[config.mk]
export PLATFORM = sky130hd
export DESIGN_NAME = card_dealer
export DESIGN_NICKNAME = d
export VERILOG_FILES = /design/src/rtl/card_dealer_pkg.sv /design/src/rtl/card_dealer_lfsr8.sv /design/src/rtl/card_dealer.sv
export SDC_FILE = /design/constraint.sdc
export NUM_CORES = 1
export LEC_CHECK = 0
export BUFFER_PORTS_ARGS = -buffer_cell sky130_fd_sc_hd__buf_2
export CELL_PAD_IN_SITES_DETAIL_PLACEMENT = 2
export CELL_PAD_IN_SITES_GLOBAL_PLACEMENT = 2
export CORE_UTILIZATION = 34
export CTS_CLUSTER_DIAMETER = 150
export DETAILED_ROUTE_END_ITERATION = 6
export GPL_ROUTABILITY_DRIVEN = 0
export PLACE_DENSITY = 0.83
export SETUP_SLACK_MARGIN = 0.05
export SLEW_MARGIN = 20
export SYNTH_ARGS = -nofsm -noshare
export SYNTH_HDL_FRONTEND = slang
export SYNTH_SLANG_ARGS = --single-unit
[constraint.sdc]
create_clock -name clk -period 4 [get_ports clk]
set_clock_uncertainty 0.2 [all_clocks]
set_input_delay 0.6 -clock clk [delete_from_list [all_inputs] [get_ports clk]]
set_output_delay 0.6 -clock clk [all_outputs]
set_load 0.02 [all_outputs]
[src/rtl/card_dealer_pkg.sv]
// Shared constants for the card dealer and the blackjack hand logic around it.
package card_dealer_pkg;

    localparam int DECK_SIZE  = 52;
    localparam int RANKS      = 13;
    localparam int FACE_VALUE = 10;
    localparam int MAX_HAND   = 21;

    localparam logic [1:0] ST_IDLE  = 2'd0;
    localparam logic [1:0] ST_FILL  = 2'd1;
    localparam logic [1:0] ST_EMPTY = 2'd2;

endpackage

[src/rtl/card_dealer_lfsr8.sv]
// 8-bit Fibonacci LFSR used as the card picker. It runs freely so card
// choice depends on when the player acts. Only the low six bits leave the
// block because they form the candidate card index.
module lfsr8 #(
    parameter logic [7:0] SEED = 8'h01
) (
    input  logic       clk,
    input  logic       reset,
    input  logic       enable,
    output logic [5:0] candidate
);

    logic [7:0] q;

    // Load the seed on reset, otherwise shift left with feedback from taps 7,5,4,3
    always_ff @(posedge clk) begin
        if (reset) begin
            q <= SEED;
        end else if (enable) begin
            q <= {q[6:0], q[7] ^ q[5] ^ q[4] ^ q[3]};
        end
    end

    assign candidate = q[5:0];

endmodule

[src/rtl/card_dealer.sv]
// Deck model without replacement: keeps one staged card for the player and
// one for the dealer, refilling empty slots from LFSR-chosen undealt cards.
module card_dealer #(
    parameter int         DECK_SIZE = card_dealer_pkg::DECK_SIZE,
    parameter logic [7:0] LFSR_SEED = 8'h01
) (
    input  logic       clk,
    input  logic       reset,
    input  logic       take_p,
    input  logic       take_d,
    input  logic       shuffle,
    output logic [4:0] pcard,
    output logic [4:0] dcard,
    output logic       pready,
    output logic       dready,
    output logic [5:0] cards_left,
    output logic       deck_empty
);

    import card_dealer_pkg::*;

    logic [1:0]           state;
    logic [DECK_SIZE-1:0] dealt;
    logic [5:0]           cand_idx;
    logic [63:0]          dealt_ext;
    logic [63:0]          pick_mask;
    logic                 cand_ok;
    logic [4:0]           cand_val;
    logic                 take_hit;

    // Map a card index to its blackjack value: ace=1, 2..10 face value, J/Q/K=10
    function automatic logic [4:0] card_value(input logic [5:0] idx);
        logic [5:0] rank;
        rank = idx % 6'(RANKS);
        if (int'(rank) < FACE_VALUE) begin
            card_value = 5'(rank) + 5'd1;
        end else begin
            card_value = 5'(FACE_VALUE);
        end
    endfunction

    lfsr8 #(
        .SEED (LFSR_SEED)
    ) u_lfsr (
        .clk       (clk),
        .reset     (reset),
        .enable    (1'b1),
        .candidate (cand_idx)
    );

    // Candidate is usable only if it names a real card that has not been dealt
    always_comb begin
        dealt_ext = 64'(dealt);
        pick_mask = 64'd1 << cand_idx;
        cand_ok   = (cand_idx < 6'(DECK_SIZE)) && !dealt_ext[cand_idx];
        cand_val  = card_value(cand_idx);
        take_hit  = (take_p && pready) || (take_d && dready);
    end

    // Deck bookkeeping and slot refill; reset beats shuffle beats take beats fill
    always_ff @(posedge clk) begin
        if (reset) begin
            pcard      <= 5'd0;
            dcard      <= 5'd0;
            pready     <= 1'b0;
            dready     <= 1'b0;
            cards_left <= 6'(DECK_SIZE);
            dealt      <= '0;
            state      <= ST_FILL;
        end else if (shuffle) begin
            pcard      <= 5'd0;
            dcard      <= 5'd0;
            pready     <= 1'b0;
            dready     <= 1'b0;
            cards_left <= 6'(DECK_SIZE);
            dealt      <= '0;
            state      <= ST_FILL;
        end else if (take_hit) begin
            if (take_p && pready) begin
                pready <= 1'b0;
                pcard  <= 5'd0;
            end
            if (take_d && dready) begin
                dready <= 1'b0;
                dcard  <= 5'd0;
            end
            state <= (cards_left == 6'd0) ? ST_EMPTY : ST_FILL;
        end else if (state == ST_FILL) begin
            if (cards_left == 6'd0) begin
                state <= ST_EMPTY;
            end else if (cand_ok) begin
                dealt      <= dealt | pick_mask[DECK_SIZE-1:0];
                cards_left <= cards_left - 6'd1;
                if (!pready) begin
                    pcard  <= cand_val;
                    pready <= 1'b1;
                    if (dready) begin
                        state <= ST_IDLE;
                    end else if (cards_left == 6'd1) begin
                        state <= ST_EMPTY;
                    end
                end else begin
                    dcard  <= cand_val;
                    dready <= 1'b1;
                    state  <= ST_IDLE;
                end
            end
        end
    end

    assign deck_empty = (state == ST_EMPTY);

endmodule
==> results of run 1 <==
-- critical path, cell delays in order, from the launching register on --
cell                       delay [ps]
sky130_fd_sc_hd__dfxtp_1          330
sky130_fd_sc_hd__buf_4            170
sky130_fd_sc_hd__nand2_1           70
sky130_fd_sc_hd__a22oi_1          110
sky130_fd_sc_hd__ha_2             240
sky130_fd_sc_hd__nor4bb_4         340
sky130_fd_sc_hd__a221oi_2          60
sky130_fd_sc_hd__buf_4            180
sky130_fd_sc_hd__o31a_1           310
sky130_fd_sc_hd__or2_4            260
sky130_fd_sc_hd__o21ai_0          130
sky130_fd_sc_hd__a21bo_2          180
sky130_fd_sc_hd__o21ai_0           70
sky130_fd_sc_hd__ha_1             210
sky130_fd_sc_hd__xnor2_2          160
sky130_fd_sc_hd__or4b_1           460
sky130_fd_sc_hd__a21oi_1          160
-- power by group --
group / internal (mW) / total (mW) / switching [mW] / leakage (nW)
Sequential: 0.812 / 0.831 / 0.0187 / 0.647
Clock: 0.504 / 0.848 / 0.344 / 0.147
Combinational: 0.0865 / 0.245 / 0.158 / 0.881
-- registers in the layout (all words and copies together), names as in the netlist --
name        cells
dealt          52
u_lfsr.q        8
pready          1
dready          1
dcard           5
cards_left      6
pcard           5
state           2
-- placed cells by master, fill, tap and decap left out, drive strengths merged, types with 6 or more instances in the layout --
cell type / count
nand2b: 10
dfxtp: 80
ha: 6
nor2b: 8
nand3: 12
buf: 37
inv: 7
a21oi: 17
o21ai: 67
mux2i: 17
clkbuf: 12
nand2: 82
nor2: 28
-- layer usage --
metal / track usage / vias up / share of wire
met1: 0.260 / 1741 / 0.45
met4: 0.123 / 0 / 0.032
met3: 0.0353 / 29 / 0.028
met2: 0.372 / 66 / 0.49
met5: 0 / - / 0
li1: - / 1657 / -
-- worst paths after layout --
check | to | start | slack (ps) | cells past startpoint
worst max-delay path | dcard[2]$_SDFFE_PP0P_ | u_lfsr.q[4]$_SDFF_PP0_ | 280 | 16
worst min-delay path | u_lfsr.q[7]$_SDFF_PP0_ | u_lfsr.q[6]$_SDFF_PP0_ | 250 | 1
worst max register to register | dcard[2]$_SDFFE_PP0P_ | u_lfsr.q[4]$_SDFF_PP0_ | 280 | 16
worst min register to register | u_lfsr.q[7]$_SDFF_PP0_ | u_lfsr.q[6]$_SDFF_PP0_ | 250 | 1
-- layout make-up --
class                      count  area [um^2]
multi-input combinational    339         2160
fill                        1212         6500
tap                          140          175
inverter                       6         22.5
clock inverter                 4         52.6
clock buffer                  12          246
sequential                    80         1600
timing repair buffer          37          220
-- cell families after synthesis --
group	count (synthesis)	share of synthesized area
AND/OR/NAND/NOR	176	0.218
AO/OA/AOI/OAI	122	0.197
adder cells (fa/ha/maj)	6	0.0193
XOR/XNOR	9	0.0203
flip-flops	80	0.412
buffers and inverters	36	0.0460
multiplexers	26	0.0882
-- repair_timing --
item                                   CTS  global route
resized for setup                        0            10
setup endpoints to repair                0            35
endpoints found under the hold margin    0             0
setup buffers                            0             3
==> key figures, run 1 <==
Clock network
  • Clock Sinks: 80
  • Clock input transition at the sequential cells of the worst setup and hold paths: roughly 60 ps
  • Number of clock buffers inserted by TritonCTS: 9
  • Number of buffers added to fix hold violations after cts: 0
  • TritonCTS clock tree: built
  • CTS HTree Levels: 3
  • Clk_lat worst skew: ~350 ps
  • Clock root buffer master: sky130_fd_sc_hd__clkbuf_16
  • Number of buffers on the longest clock path: 2

Pwr
  • Leakage dissipation: around 1.7 nW
  • Power density over the cells: 429 mW/mm^2
  • Worst vdd ir: 0.214 mV
  • Total power draw: ~1.9 mW

Detailed routing
  • First-pass iteration count of the detailed router: 4
  • DRC marker count from the first detailed-route iteration: about 130
  • Detail-routed via count per cell: between 5 and 6
  • Total Wirelength: between 10000 and 15000 um
  • Final ANT Viol Nets: 0
  • Total number of vias: roughly 3500
  • Wirelength per Cell: around 20 um
  • Remaining design rule violation count: 0

STA
  • Final-layout worst hold slack: 251 ps
  • Count of pins over their slew limit: 0
  • Worst-margin pin slew: between 800 and 900 ps
  • Maximum clock rate: about 270 MHz
  • Fraction of the cycle the final worst path needs: 0.930
  • Total of endpoints with negative setup slack in the final report: 0
  • Slew margin rel.: 0.461
  • Setup tns final: 0 ps
  • Setup slack after layout: between 200 and 300 ps
  • Hold Violations, Final: 0
  • Shortest period the worst path allows: ~3700 ps

Synthesis
  • Post-synth EDFFs: 0
  • Ranking of synthesized cells by area: sky130_fd_sc_hd__dfxtp_1 (41%), sky130_fd_sc_hd__o21ai_0 (8.2%), sky130_fd_sc_hd__nand2_1 (7.9%), sky130_fd_sc_hd__mux2i_1 (4.4%), sky130_fd_sc_hd__nor2_1 (2.7%)
  • Ys Warns: 0
  • Cell variety after synth: 70
  • Fraction of the yosys area taken by sequential cells: 0.412
  • Leading cell type by number of instances after synthesis: sky130_fd_sc_hd__nand2_1
  • Post-Synthesis Cell Area: 0.00389 mm^2
  • Share of the synthesized area in the top cell type: 0.412
  • Flop and latch count out of synthesis: 80
  • Post-synthesis cell count: about 460
  • Most instantiated flip-flop cell in the synthesis netlist: sky130_fd_sc_hd__dfxtp_1
  • Mapped Nets: between 400 and 500
  • Most used standard cells in the synthesized netlist: sky130_fd_sc_hd__nand2_1 (82), sky130_fd_sc_hd__dfxtp_1 (80), sky130_fd_sc_hd__o21ai_0 (64)
  • Post-synth top area cell: sky130_fd_sc_hd__dfxtp_1
  • Fraction of registers with async set or reset after synthesis: 0
  • Mapped Avg Cell Area: 8.55 um^2

Placed design
  • Area of placed instances: 0.00411 mm^2
  • Worst setup timing slack at the placement stage: around 180 ps
  • # port buffers: 23
  • Post-placement cell count: approximately 600
  • Estimated wirelength of the detail-placed design: slightly above 8000 um

GRT
  • Total Routing Usage GR: 0.219
  • Maximum number of pins on one net before global-route repair: 35
  • Antenna violations before repair: 0
  • Number of global-route vias before repair: roughly 3700
  • Global-route wire length before repair: 19500 um
  • Total congestion overflow: 0

Finish
  • Number of antenna repair diodes: 0
  • Post-layout net count: 484
  • Number of standard cells in the final layout excluding fillers: 618
  • Syn-to-layout area delta: 15.3%
  • Final cell area excluding filler cells: ~0.0045 mm^2
  • Share of the core filled with cells: 0.408
  • Share of layout cells above drive strength 1: 0.167

Floorplanning
  • Initial core utilization: 0.354
  • Total number of placement rows: 38
  • Die height: 109 um
  • Number of top-level pins: 24
  • Core box area: 0.0110 mm^2
  • Full die area: 0.0119 mm^2
  • Die span in x: between 100 and 150 um

Worst setup path
  • CP Launch Type: flip-flop
  • Peak fanout along the critical path: 8
  • Worst path required time: between 4000 and 5000 ps
  • CP arrival: between 3000 and 4000 ps
  • Endpoint type of the worst setup path: flip-flop
  • Class of the most critical setup path: flip-flop to flip-flop

Job
  • Max-Cap Viols: 0

Run status
  • Run status: finished clean

Hold path
  • Hold/Removal Path Class: flip-flop to flip-flop
Power figures use the tool's default switching activity.
==> inputs of run 2 (changes only) <==
--- a/config.mk
+++ b/config.mk
@@ -17,4 +17,5 @@
 export SLEW_MARGIN = 20
 export SYNTH_ARGS = -nofsm -noshare
 export SYNTH_HDL_FRONTEND = slang
+export SYNTH_HIERARCHICAL = 1
 export SYNTH_SLANG_ARGS = --single-unit
==> key figures, run 2 <==
Run status
  • Run status: finished with violations
  • Failing checks: design-rule violations

Finish
  • Most frequent cells in the layout: sky130_fd_sc_hd__nand2_1 (82), sky130_fd_sc_hd__dfxtp_1 (80), sky130_fd_sc_hd__o21ai_0 (58)
  • Register with the most flip-flops: dealt
  • Final-layout fill cell count: approximately 1300
  • Most common cell after layout, fill and taps aside: sky130_fd_sc_hd__nand2_1
  • Registers with the most flip-flops: dealt x52, u_lfsr/q x8, cards_left x6
  • Max reg flops: 52
  • Post-layout net count: 490
  • Share of the core filled with cells: 0.396
  • Sequential Area: about 0.0016 mm^2
  • Share of layout cells above drive strength 1: 0.159
  • Number of antenna repair diodes: 0
  • Syn-to-layout area delta: 12.6%
  • Area used by multi-input combinational logic: about 0.0022 mm^2

Synthesis
  • Ranking of synthesized cells by area: sky130_fd_sc_hd__dfxtp_1 (40%), sky130_fd_sc_hd__nand2_1 (7.6%), sky130_fd_sc_hd__mux4_2 (7.2%), sky130_fd_sc_hd__o21ai_0 (7.2%), sky130_fd_sc_hd__mux2i_1 (4.2%)
  • Flop and latch count out of synthesis: 80
  • Post-synthesis cell count: 470
  • Post-synth EDFFs: 0
  • Fraction of registers with async set or reset after synthesis: 0
  • Most used standard cells in the synthesized netlist: sky130_fd_sc_hd__nand2_1 (82), sky130_fd_sc_hd__dfxtp_1 (80), sky130_fd_sc_hd__o21ai_0 (58)
  • Mapped Avg Cell Area: 8.61 um^2
  • Mapped Nets: just under 500
  • Fraction of the yosys area taken by sequential cells: 0.396
  • Cell variety after synth: 63
  • Ys Warns: 6
  • Post-Synthesis Cell Area: 0.00405 mm^2
  • Share of the synthesized area in the top cell type: 0.396
  • Post-synth top area cell: sky130_fd_sc_hd__dfxtp_1
  • Most instantiated flip-flop cell in the synthesis netlist: sky130_fd_sc_hd__dfxtp_1
  • Leading cell type by number of instances after synthesis: sky130_fd_sc_hd__nand2_1

Floorplanning
  • Initial core utilization: 0.351
  • Core box area: roughly 0.012 mm^2
  • Die span in x: between 100 and 150 um
  • Die height: 111 um
  • Total number of placement rows: 39
  • Full die area: about 0.012 mm^2
  • Number of top-level pins: 24

Detailed routing
  • First-pass iteration count of the detailed router: 6
  • Wirelength per Cell: roughly 20 um
  • Detail-routed via count per cell: roughly 5.7
  • Final ANT Viol Nets: 0
  • Remaining design rule violation count: 12
  • Total number of vias: approximately 3600
  • Total Wirelength: between 10000 and 15000 um
  • DRC marker count from the first detailed-route iteration: between 150 and 200

Clock network
  • Number of buffers added to fix hold violations after cts: 0
  • Clock root buffer master: sky130_fd_sc_hd__clkbuf_16
  • Clock Sinks: 80
  • Number of clock buffers inserted by TritonCTS: 9
  • Clock input transition at the sequential cells of the worst setup and hold paths: 70 ps
  • Post-CTS sizing: 0
  • Clk_lat worst skew: roughly 360 ps
  • TritonCTS clock tree: built
  • Total setup buffers inserted after CTS: 0
  • CTS HTree Levels: 3
  • Number of buffers on the longest clock path: 2

Job
  • Max-Cap Viols: 0

Worst setup path
  • CP arrival: 3720 ps
  • Peak fanout along the critical path: 9
  • Critical R2R Capture: pcard[1]$_SDFFE_PP0P_
  • R2r setup slk: between 300 and 400 ps
  • Endpoint type of the worst setup path: flip-flop
  • Worst path required time: 4040 ps
  • Reg-to-reg startpoint: u_lfsr/q[5]$_SDFFE_PP0P_
  • FF-to-FF path depth: 12
  • CP Launch Type: flip-flop
  • Class of the most critical setup path: flip-flop to flip-flop

STA
  • Hold Violations, Final: 0
  • Fraction of the cycle the final worst path needs: 0.922
  • Slew margin rel.: 0.433
  • Total of endpoints with negative setup slack in the final report: 0
  • Worst-margin pin slew: around 850 ps
  • Setup tns final: 0 ps
  • Shortest period the worst path allows: 3690 ps
  • Setup slack after layout: approximately 310 ps
  • Unrepaired setup endpoints after global routing: false
  • Maximum clock rate: between 200 and 300 MHz
  • Count of pins over their slew limit: 0

Hold path
  • Hold path startpoint: dealt[14]$_SDFFE_PP0P_
  • Worst min-delay path endpoint: dealt[14]$_SDFFE_PP0P_
  • Hold/Removal Path Class: flip-flop to flip-flop
  • Cells on Worst Hold Path: 2

Pwr
  • Power density over the cells: ~410 mW/mm^2
  • Worst vdd ir: ~0.39 mV
  • Leakage dissipation: about 1.7 nW

Placed design
  • # port buffers: 23
  • Estimated wirelength of the detail-placed design: 8840 um
  • Worst setup timing slack at the placement stage: slightly below 200 ps

GRT
  • Maximum number of pins on one net before global-route repair: 30
  • Total congestion overflow: 0
  • Antenna violations before repair: 0
  • Number of global-route vias before repair: 3856
  • Global-route wire length before repair: between 20000 and 25000 um
  • Total Routing Usage GR: 0.217
[run 2: changes by cell type in the layout (fill, tap and decap cells not counted), moves of 4 or more]
cell	before	now
sky130_fd_sc_hd__o211ai_1	0	5
sky130_fd_sc_hd__nand4_1	5	1
sky130_fd_sc_hd__o21ai_0	64	58
sky130_fd_sc_hd__mux4_2	3	13
sky130_fd_sc_hd__o31ai_1	0	5
sky130_fd_sc_hd__o21ai_1	3	10
[run 2: worst max-delay path by stage]
| stage | end | startpoint | slack (ps) | cells after the start |
|---|---|---|---|---|
| CTS | pcard[1]$_SDFFE_PP0P_ | u_lfsr/q[5]$_SDFFE_PP0P_ | 180 | 12 |
| floorplan | pcard[1]$_SDFFE_PP0P_ | u_lfsr/q[2]$_SDFFE_PP0P_ | 130 | 15 |
| finish | pcard[1]$_SDFFE_PP0P_ | u_lfsr/q[5]$_SDFFE_PP0P_ | 310 | 12 |
| global route | pcard[1]$_SDFFE_PP0P_ | u_lfsr/q[5]$_SDFFE_PP0P_ | 70 | 12 |
| detailed placement | pcard[1]$_SDFFE_PP0P_ | u_lfsr/q[5]$_SDFFE_PP0P_ | 200 | 12 |
| global placement | pcard[1]$_SDFFE_PP0P_ | u_lfsr/q[5]$_SDFFE_PP0P_ | 520 | 12 |
[run 2: logic make-up (layout without fill, tap and decap cells)]
kind of cell,after synthesis,after routing,synth area share
buf+inv,44,58,0.0559
other cells,1,1,0.000926
compound gates,138,138,0.208
flops,80,80,0.396
simple gates,166,166,0.195
fa+ha+maj,6,6,0.0185
xor+xnor,4,4,0.00866
mux,31,31,0.117
[run 2: metal layers]
metal	track usage	vias up	routed length, um
met5	0	-	0
met2	0.384	48	6450
li1	-	1711	-
met3	0.0552	18	358
met1	0.252	1790	5610
met4	0.0784	0	217
[run 2: final cells by class]
type | instances | area share
timing repair buffer | 36 | 0.0494
tap | 143 | 0.0393
sequential | 80 | 0.352
multi-input combinational | 346 | 0.491
clock inverter | 6 | 0.0113
inverter | 6 | 0.00494
clock buffer | 10 | 0.0525
[run 2: critical path, cell delays in order, from the launching register on]
cell	delay, ps
sky130_fd_sc_hd__dfxtp_1	460
sky130_fd_sc_hd__nand4b_1	210
sky130_fd_sc_hd__a21boi_0	210
sky130_fd_sc_hd__ha_1	290
sky130_fd_sc_hd__nor4bb_2	460
sky130_fd_sc_hd__a21oi_2	140
sky130_fd_sc_hd__mux2i_1	220
sky130_fd_sc_hd__a31o_2	290
sky130_fd_sc_hd__mux2_2	280
sky130_fd_sc_hd__ha_1	290
sky130_fd_sc_hd__nand3b_1	190
sky130_fd_sc_hd__o211ai_1	230
sky130_fd_sc_hd__a21oi_1	100
[run 2: where the power goes]
group | internal (mW) | leakage, nW | total [mW] | switching [mW]
Clock | 0.445 | 0.134 | 0.811 | 0.366
Sequential | 0.810 | 0.646 | 0.825 | 0.0141
Combinational | 0.0783 | 0.889 | 0.247 | 0.169
[run 2: stage by stage]
step	instance area (um^2)	total power, mW	hold WS [ps]	instances
floorplan	4050	1.02	220	470
global placement	4260	1.07	229	611
detailed placement	4260	1.08	243	611
CTS	4550	1.91	256	627
global route	4560	1.96	278	627
finish	4560	1.88	251	627
